--- src/rtl/tama_pkg.sv ---
// tama_pkg: command codes and receiver state encoding shared by the UART front end and the stats stage.
package tama_pkg;
    localparam logic [7:0] CMD_NONE  = 8'h00;
    localparam logic [7:0] CMD_EAT   = 8'h65;
    localparam logic [7:0] CMD_SLEEP = 8'h73;
    typedef enum logic [2:0] {IDLE, START, DATA, STOP, WAIT_HIGH} rx_state_t;
endpackage

--- src/rtl/sync2.sv ---
// sync2: two-flop synchronizer for an asynchronous single-bit input.
module sync2 #(
    parameter logic RST_VAL = 1'b1
) (
    input  logic clk,
    input  logic reset,
    input  logic d,
    output logic q
);
    logic m;
    always_ff @(posedge clk or posedge reset)
        if (reset) {q, m} <= {2{RST_VAL}};
        else {q, m} <= {m, d};
endmodule

--- src/rtl/uart_cmd_rx.sv ---
// uart_cmd_rx: 8N1 receiver that holds each received byte on cmd for a fixed window,
// always separating consecutive commands with at least one 0x00 cycle.
module uart_cmd_rx
    import tama_pkg::*;
#(
    parameter int CLK_HZ      = 27000000,
    parameter int BAUD        = 115200,
    parameter int HOLD_CYCLES = 1024
) (
    input  logic       clk,
    input  logic       reset,
    input  logic       rx,
    output logic [7:0] cmd,
    output logic       cmd_valid,
    output logic       frame_err,
    output logic       busy
);
    localparam int CPB = CLK_HZ / BAUD;
    localparam int CW = $clog2(CPB + 1);
    localparam int HW = $clog2(HOLD_CYCLES + 1);
    localparam logic [CW-1:0] HALF = CW'(CPB / 2);
    localparam logic [CW-1:0] FULL = CW'(CPB);
    localparam logic [HW-1:0] HOLD = HW'(HOLD_CYCLES);

    logic rxs, done, accept, bad, pend;
    rx_state_t state, state_n;
    logic [CW-1:0] cnt, cnt_n;
    logic [2:0] idx, idx_n;
    logic [7:0] sr, sr_n;
    logic [HW-1:0] hold;

    sync2 #(.RST_VAL(1'b1)) u_sync (.clk(clk), .reset(reset), .d(rx), .q(rxs));

    // cnt counts down to 1; the cycle it reads 1 is the sampling point
    assign done   = cnt == CW'(1);
    assign accept = state == STOP && done && rxs;
    assign bad    = state == STOP && done && !rxs;
    assign busy   = state != IDLE;

    always_ff @(posedge clk or posedge reset)
        if (reset) begin
            state <= IDLE;
            cnt   <= '0;
            idx   <= '0;
            sr    <= '0;
        end else begin
            state <= state_n;
            cnt   <= cnt_n;
            idx   <= idx_n;
            sr    <= sr_n;
        end

    always_comb begin
        state_n = state;
        cnt_n   = cnt == '0 ? cnt : cnt - CW'(1);
        idx_n   = idx;
        sr_n    = sr;
        case (state)
            IDLE: if (!rxs) begin
                state_n = START;
                cnt_n   = HALF;
            end
            START: if (done) begin
                state_n = rxs ? IDLE : DATA;
                cnt_n   = rxs ? '0 : FULL;
                idx_n   = '0;
            end
            DATA: if (done) begin
                sr_n[idx] = rxs;
                idx_n     = idx + 3'd1;
                cnt_n     = FULL;
                state_n   = idx == 3'd7 ? STOP : DATA;
            end
            STOP: if (done) begin
                state_n = rxs ? IDLE : WAIT_HIGH;
                cnt_n   = '0;
            end
            WAIT_HIGH: if (rxs) state_n = IDLE;
            default: state_n = IDLE;
        endcase
    end

    // sr stays intact until the next frame's data bits, so it doubles as the pending byte
    always_ff @(posedge clk or posedge reset)
        if (reset) begin
            cmd       <= CMD_NONE;
            cmd_valid <= 1'b0;
            frame_err <= 1'b0;
            hold      <= '0;
            pend      <= 1'b0;
        end else begin
            cmd_valid <= 1'b0;
            frame_err <= bad;
            if (accept && sr != CMD_NONE) begin
                if (cmd != CMD_NONE) begin
                    cmd  <= CMD_NONE;
                    hold <= '0;
                    pend <= 1'b1;
                end else begin
                    cmd       <= sr;
                    cmd_valid <= 1'b1;
                    hold      <= HOLD;
                end
            end else if (pend) begin
                cmd       <= sr;
                cmd_valid <= 1'b1;
                hold      <= HOLD;
                pend      <= 1'b0;
            end else if (hold == HW'(1)) begin
                cmd  <= CMD_NONE;
                hold <= '0;
            end else if (hold != '0) begin
                hold <= hold - HW'(1);
            end
        end
endmodule
--- config.mk ---
export PLATFORM = sky130hd
export DESIGN_NAME = uart_cmd_rx
export DESIGN_NICKNAME = d
export VERILOG_FILES = /design/src/rtl/tama_pkg.sv /design/src/rtl/sync2.sv /design/src/rtl/uart_cmd_rx.sv
export SDC_FILE = /design/constraint.sdc
export NUM_CORES = 1
export LEC_CHECK = 0
export CAP_MARGIN = 20
export CORE_MARGIN = 5
export CORE_UTILIZATION = 35
export DETAILED_ROUTE_END_ITERATION = 10
export DONT_BUFFER_PORTS = 1
export SLEW_MARGIN = 20
export SYNTH_ARGS = -nofsm -noshare
export SYNTH_HDL_FRONTEND = slang
export SYNTH_SLANG_ARGS = --single-unit
--- constraint.sdc ---
create_clock -name clk -period 2.6 [get_ports clk]
set_input_delay 0.26 -clock clk [delete_from_list [all_inputs] [get_ports clk]]
set_output_delay 0.26 -clock clk [all_outputs]
set_load 0.02 [all_outputs]
* After elaboration in Yosys (flattened, before gate mapping)
Index checks and enable logic that the tools add are counted.
** Storage, ports and cells
- Output and inout port bits :: 11
- Flip-flop bits (word level) :: 46
** Operators by class
- $lt $le $gt $ge :: 2
- Reduce and logical (&&, ||, !) cells :: 18
- Eq/ne operators :: 13
- Multiplexer cells :: 36
- $add $sub $neg :: 3
** Operator list (count)
- 8-bit 2-to-1 mux :: 10
- 11-bit 2-to-1 mux :: 5
- 8-bit case mux with 4 select lines :: 1
- 3-bit 2-to-1 mux :: 8
- 8-bit nonzero test :: 2
- 3-bit case mux with 5 select lines :: 1
- 11-bit by 1-bit equality test with 1-bit output, second input constant :: 1
- 11-bit nonzero test :: 1
- 11-bit by 1-bit subtractor with 11-bit output, second input constant :: 1
- 8-bit bitwise mux :: 1
- 8-bit by 1-bit equality test with 1-bit output, second input constant :: 1
- 8-bit logical NOT :: 1
- 2-bit != test, second input constant :: 4
- 8-bit by 1-bit subtractor with 8-bit output, second input constant :: 1
- 1-bit 2-to-1 mux :: 7
- 3-bit by 2-bit equality test with 1-bit output, second input constant :: 2
- 3-bit equality test, second input constant :: 2
- 3-bit case mux with 2 select lines :: 1
- 3-bit nonzero test :: 2
- 1-bit logical AND :: 5
- 5-bit AND reduction :: 1
- 3-bit by 4-bit < comparator with 1-bit output, second input constant :: 1
- 2-bit by 1-bit != test with 1-bit output, second input constant :: 2
- 4-bit nonzero test :: 1
- 10 further kinds :: 10

* Logic depth before layout (Yosys ltp)
- Word-level depth :: 5
- Mapped depth :: 8

* Hierarchy
Synthesis repeated with hierarchy kept, for this count alone.
** Unflattened totals
- Cells, all modules :: 232
- Area total of the unflattened synthesis :: 2366.0 um^2
** Modules (own cells, without submodules)
- uart_cmd_rx :: area each 2309.7 um^2, instances 1, cells each 229
- sync2 :: area each 56.3 um^2, instances 1, cells each 3

* Worst setup path before layout
OpenSTA, ideal clock, no wires.
- Path kind :: reg-to-reg
- Start point :: register hold[4]
- End point :: register hold[1]
- Clock period less this slack :: 1854 ps
- Path buffers :: 1
- Cell stages (with the launch flop) :: 6
- Setup time :: 135 ps
- Required time :: 2465 ps
- Arrival time :: 1718 ps
- Path slack :: 746 ps
- Cell sequence :: dfrtp_1 or4_1 buf_2 or3_4 o31ai_1 nor3_1
** Between the ends
- Cells in the longest elaborated chain, start to end :: 4
- Elaborated cells between the ends (all ways) :: 6
- Those cells by class :: 1 x eq/ne; 3 x mux; 2 x reduce/logical
** RTL lines
- start: declaration :: RTL line uart_cmd_rx.sv:30 : logic [HW-1:0] hold;
- start signal: assignment :: RTL line uart_cmd_rx.sv:113 : hold <= hold - HW'(1);
- 11-bit by 1-bit equality test with 1-bit output :: RTL line uart_cmd_rx.sv:109 : end else if (hold == HW'(1)) begin
- 11-bit 2-to-1 mux :: RTL line uart_cmd_rx.sv:109
- 11-bit 2-to-1 mux :: RTL line uart_cmd_rx.sv:104 : end else if (pend) begin
- 11-bit 2-to-1 mux :: RTL line uart_cmd_rx.sv:94 : if (accept && sr != CMD_NONE) begin
Several ways; a longest one is shown, not always the timed one.
A chain may end at the register's enable or synchronous reset.

* Final worst setup path
- Start point :: register sr[0]
- End point :: register cmd[5]
** Between the ends
- Cells in the longest elaborated chain, start to end :: 3
- Elaborated cells between the ends (all ways) :: 4
- Those cells by class :: 1 x mux; 3 x reduce/logical
** RTL lines
- start: declaration :: RTL line uart_cmd_rx.sv:29 : logic [7:0] sr, sr_n;
- start signal: assignment :: RTL line uart_cmd_rx.sv:50 : sr <= sr_n;
- 8-bit nonzero test * :: RTL line uart_cmd_rx.sv:94
- 1-bit logical AND * :: RTL line uart_cmd_rx.sv:94
- 3-bit nonzero test (no source line) / 8-bit 2-to-1 mux (equally long branches)
- end signal: assignment :: RTL line uart_cmd_rx.sv:100 : cmd <= sr;
- end signal: assignment :: RTL line uart_cmd_rx.sv:105 : cmd <= sr;
- end: declaration :: RTL line uart_cmd_rx.sv:13 : output logic [7:0] cmd,
Mark *: on every way between the ends. The rest lies on a longest branch, timed or not.

==> impl_results.md <==
* Static Leakage at 1.20 nW
* Hold slack at -56.3 ps
* Setup violators final at 0
* Netlist Area Pre-Place at roughly 2600 um2
* Synth async-reset ratio at 100%
* Design area at around 2800 um2
* Avg WL per Cell at approximately 15 um
* Reg2Reg Capture Point: cmd[5]
* Remaining DRCs at 0
* Cts bufs inserted at 5
* EDFF count, synth at 0
* CP endpoint kind: register
* Vias in the first global route at 1999
* CP max FO at 17
* Clock sinks at 46
* Starting density of the core at a little over a third
* Outcome: finished with violations
* RSZ-0062 raised after global routing: no
* Critical path data arrival time at 2450 ps
* Setup_tns at 0 ps
* Worst Setup SP: sr[0]
* Placement Cell Area at about 2700 um2
* MaxCap Viol Count at 0
* IO buf count at 0
* Initial antenna violation count at 0
* Detail Placement HPWL at approximately 3.8 mm
* Path depth of the worst reg2reg path at 4
* Critical path type: reg2reg
* Total Routed Length at ~5.5 mm
* Vias/cell at 5.57
* Die Wd at slightly below 100 um
* Warnings from Yosys at 0
* Post-CTS setup buffers at 0
* GR Overflow Total at 0
* Worst reg2reg startpoint: sr[0]
* Drt first pass iters at 4
* Sequential area share after synthesis at between 40 and 50%
* Post-Synthesis Cells at 269
* # diodes at 0
* Reg2Reg Setup Slack at ~370 ps
* Boundary Pins at 14
* Synth Register Bits at 46
* Max Fclk at 448 MHz
* Crit share post-route at between 80 and 90%
* Synth Flop Type: dfrtp_1
* Via count at ~2100
* Setup Skew at between 9 and 10 ps
* Avg Cell Area, Syn at roughly 9.7 um2
* Row count at 31
* Number of DRC markers in iteration 0 at 71
* Clk slew on worst S/H paths at approximately 90 ps
* Syn-to-layout area delta at 8.75%
* Crit path time final at about 2200 ps
* Hold Fails Final Rpt at 44
* Layout cells sized above 1 at 13.3%
* Violated checks: negative hold slack
* Max clock buf depth at 2
* Hold Path Class: in2async
* CTS tree: built
* Yosys cell types at 56
* Root Driver: clkbuf_8
* Pwr/cell area at between 400 and 500 nW/um2
* Worst-Skew Late Latency at 300 ps
* Antenna Nets Post-Route at 0
* Total global routing track utilization at approximately 13%
* Filler cells at roughly 740
* Critical Path RT at around 2800 ps
* Highest-count cells in the layout ignoring fill and taps: 44 x dfrtp_1, 17 x nor2_1, 17 x inv_1
* Peak supply drop at 186 uV
* Syn Nets at 280
* Rel. slew slack at slightly below 50%
* Slew @ Worst Pin at between 700 and 800 ps
* GPL Wtd Cong at 0.812
* Chip Height at slightly below 100 um
* Die area at between 9000 and 10000 um2
* Core area at between 7000 and 8000 um2
* Commonest non-fill, non-tap cell in the layout: dfrtp_1
* Worst setup SP type: register
* H-Tree Depth at 2
* First-pass GRT wire length at 9.56 mm
* Largest net degree at the start of global routing at 47
* Final net count at approximately 280
* Final slew viol count at 0
per-layer routing:
metal / share of wire [%] / vias to the layer above / GRT usage [%]
li1: - / 1024 / -
met1: 49 / 1003 / 18.2
met2: 46 / 28 / 20.1
met3: 3.5 / 5 / 2.87
met4: 1.0 / 0 / 3.74
met5: 0 / - / 0
sequential cells by signal, summed over array words and instances, names as in the netlist:
name,flops
hold,11
cmd,8
cnt,8
sr,8
idx,3
state,3
cmd_valid,1
frame_err,1
pend,1
u_sync.m,1
u_sync.q,1
synthesized netlist by cell type, types with 4 or more instances:
cell type | number | area share [%]
a21oi_1 | 9 | 1.7
buf_2 | 4 | 0.76
clkbuf_1 | 9 | 1.3
dfrtp_1 | 44 | 42
ha_1 | 8 | 3.8
inv_1 | 18 | 2.6
mux2_2 | 8 | 3.4
nand2_1 | 7 | 1.0
nand3_1 | 6 | 1.1
nand4_1 | 10 | 2.4
nor2_1 | 17 | 2.4
nor3_1 | 9 | 1.7
nor4_1 | 12 | 2.9
o211ai_1 | 15 | 4.3
o21ai_0 | 11 | 2.1
o31ai_1 | 7 | 2.0
or3_1 | 6 | 1.4
or4_1 | 10 | 2.9
stage by stage:
| step | setup WS, ps | hold WS (ps) | utilization, % | instances | power [mW] |
|---|---|---|---|---|---|
| floorplan | 746 | 264 | - | 269 | 0.746 |
| global placement | 391 | 265 | 37.6 | 361 | 0.754 |
| detailed placement | 360 | 265 | 37.6 | 361 | 0.754 |
| CTS | 359 | 82.9 | 39.2 | 370 | 1.28 |
| global route | 183 | 37.9 | 39.2 | 370 | 1.32 |
| finish | 367 | -56.3 | 39.2 | 370 | 1.26 |
power breakdown:
group / internal (mW) / switching, mW
sequential: 0.718 / 0.000939
combinational: 0.00263 / 0.0183
clock: 0.288 / 0.237
total: 1.01 / 0.257
cell type report:
type | count | area, um2 | share of cell area [%]
Inverter | 18 | 68.8 | 2.42
Clock inverter | 1 | 30.0 | 1.05
Multi-Input combinational cell | 189 | 1320 | 46.2
Timing Repair Buffer | 10 | 77.6 | 2.73
Sequential cell | 46 | 1150 | 40.5
Clock buffer | 7 | 76.3 | 2.68
Tap cell | 99 | 124 | 4.35
worst max-delay path by stage:
| stage | to | slack, ps |
|---|---|---|
| 3_3_place_gp | cmd[6] | 390 |
| 6_report | cmd[5] | 370 |
| 2_1_floorplan | hold[1] | 750 |
| 4_1_cts | cmd[6] | 360 |
| 5_1_grt | cmd[7] | 180 |
| 3_5_place_dp | cmd[6] | 360 |
cell families (layout without fill, tap and decap cells):
kind of cell / count (synthesis) / count (layout) / synth area share (%)
AND/OR/NAND/NOR: 97 / 97 / 21.9
AO/OA/AOI/OAI: 69 / 69 / 18.6
flip-flops: 46 / 46 / 44.1
buffers and inverters: 34 / 36 / 5.64
multiplexers: 10 / 10 / 4.21
adder cells (fa/ha/maj): 8 / 8 / 3.82
XOR/XNOR: 5 / 5 / 1.67
worst max-delay path, stage by stage, from the launching register on:
cell and delay, ps:
dfrtp_1 420, or4_1 550, o21a_1 320, a211o_1 590, o211ai_1 270
repair_timing:
item / 4_1_cts / 5_1_grt
endpoints found under the hold margin: 1 / 0
gates resized for setup: 0 / 0
hold buffers: 1 / 0
(Power assumes the default switching activity.)
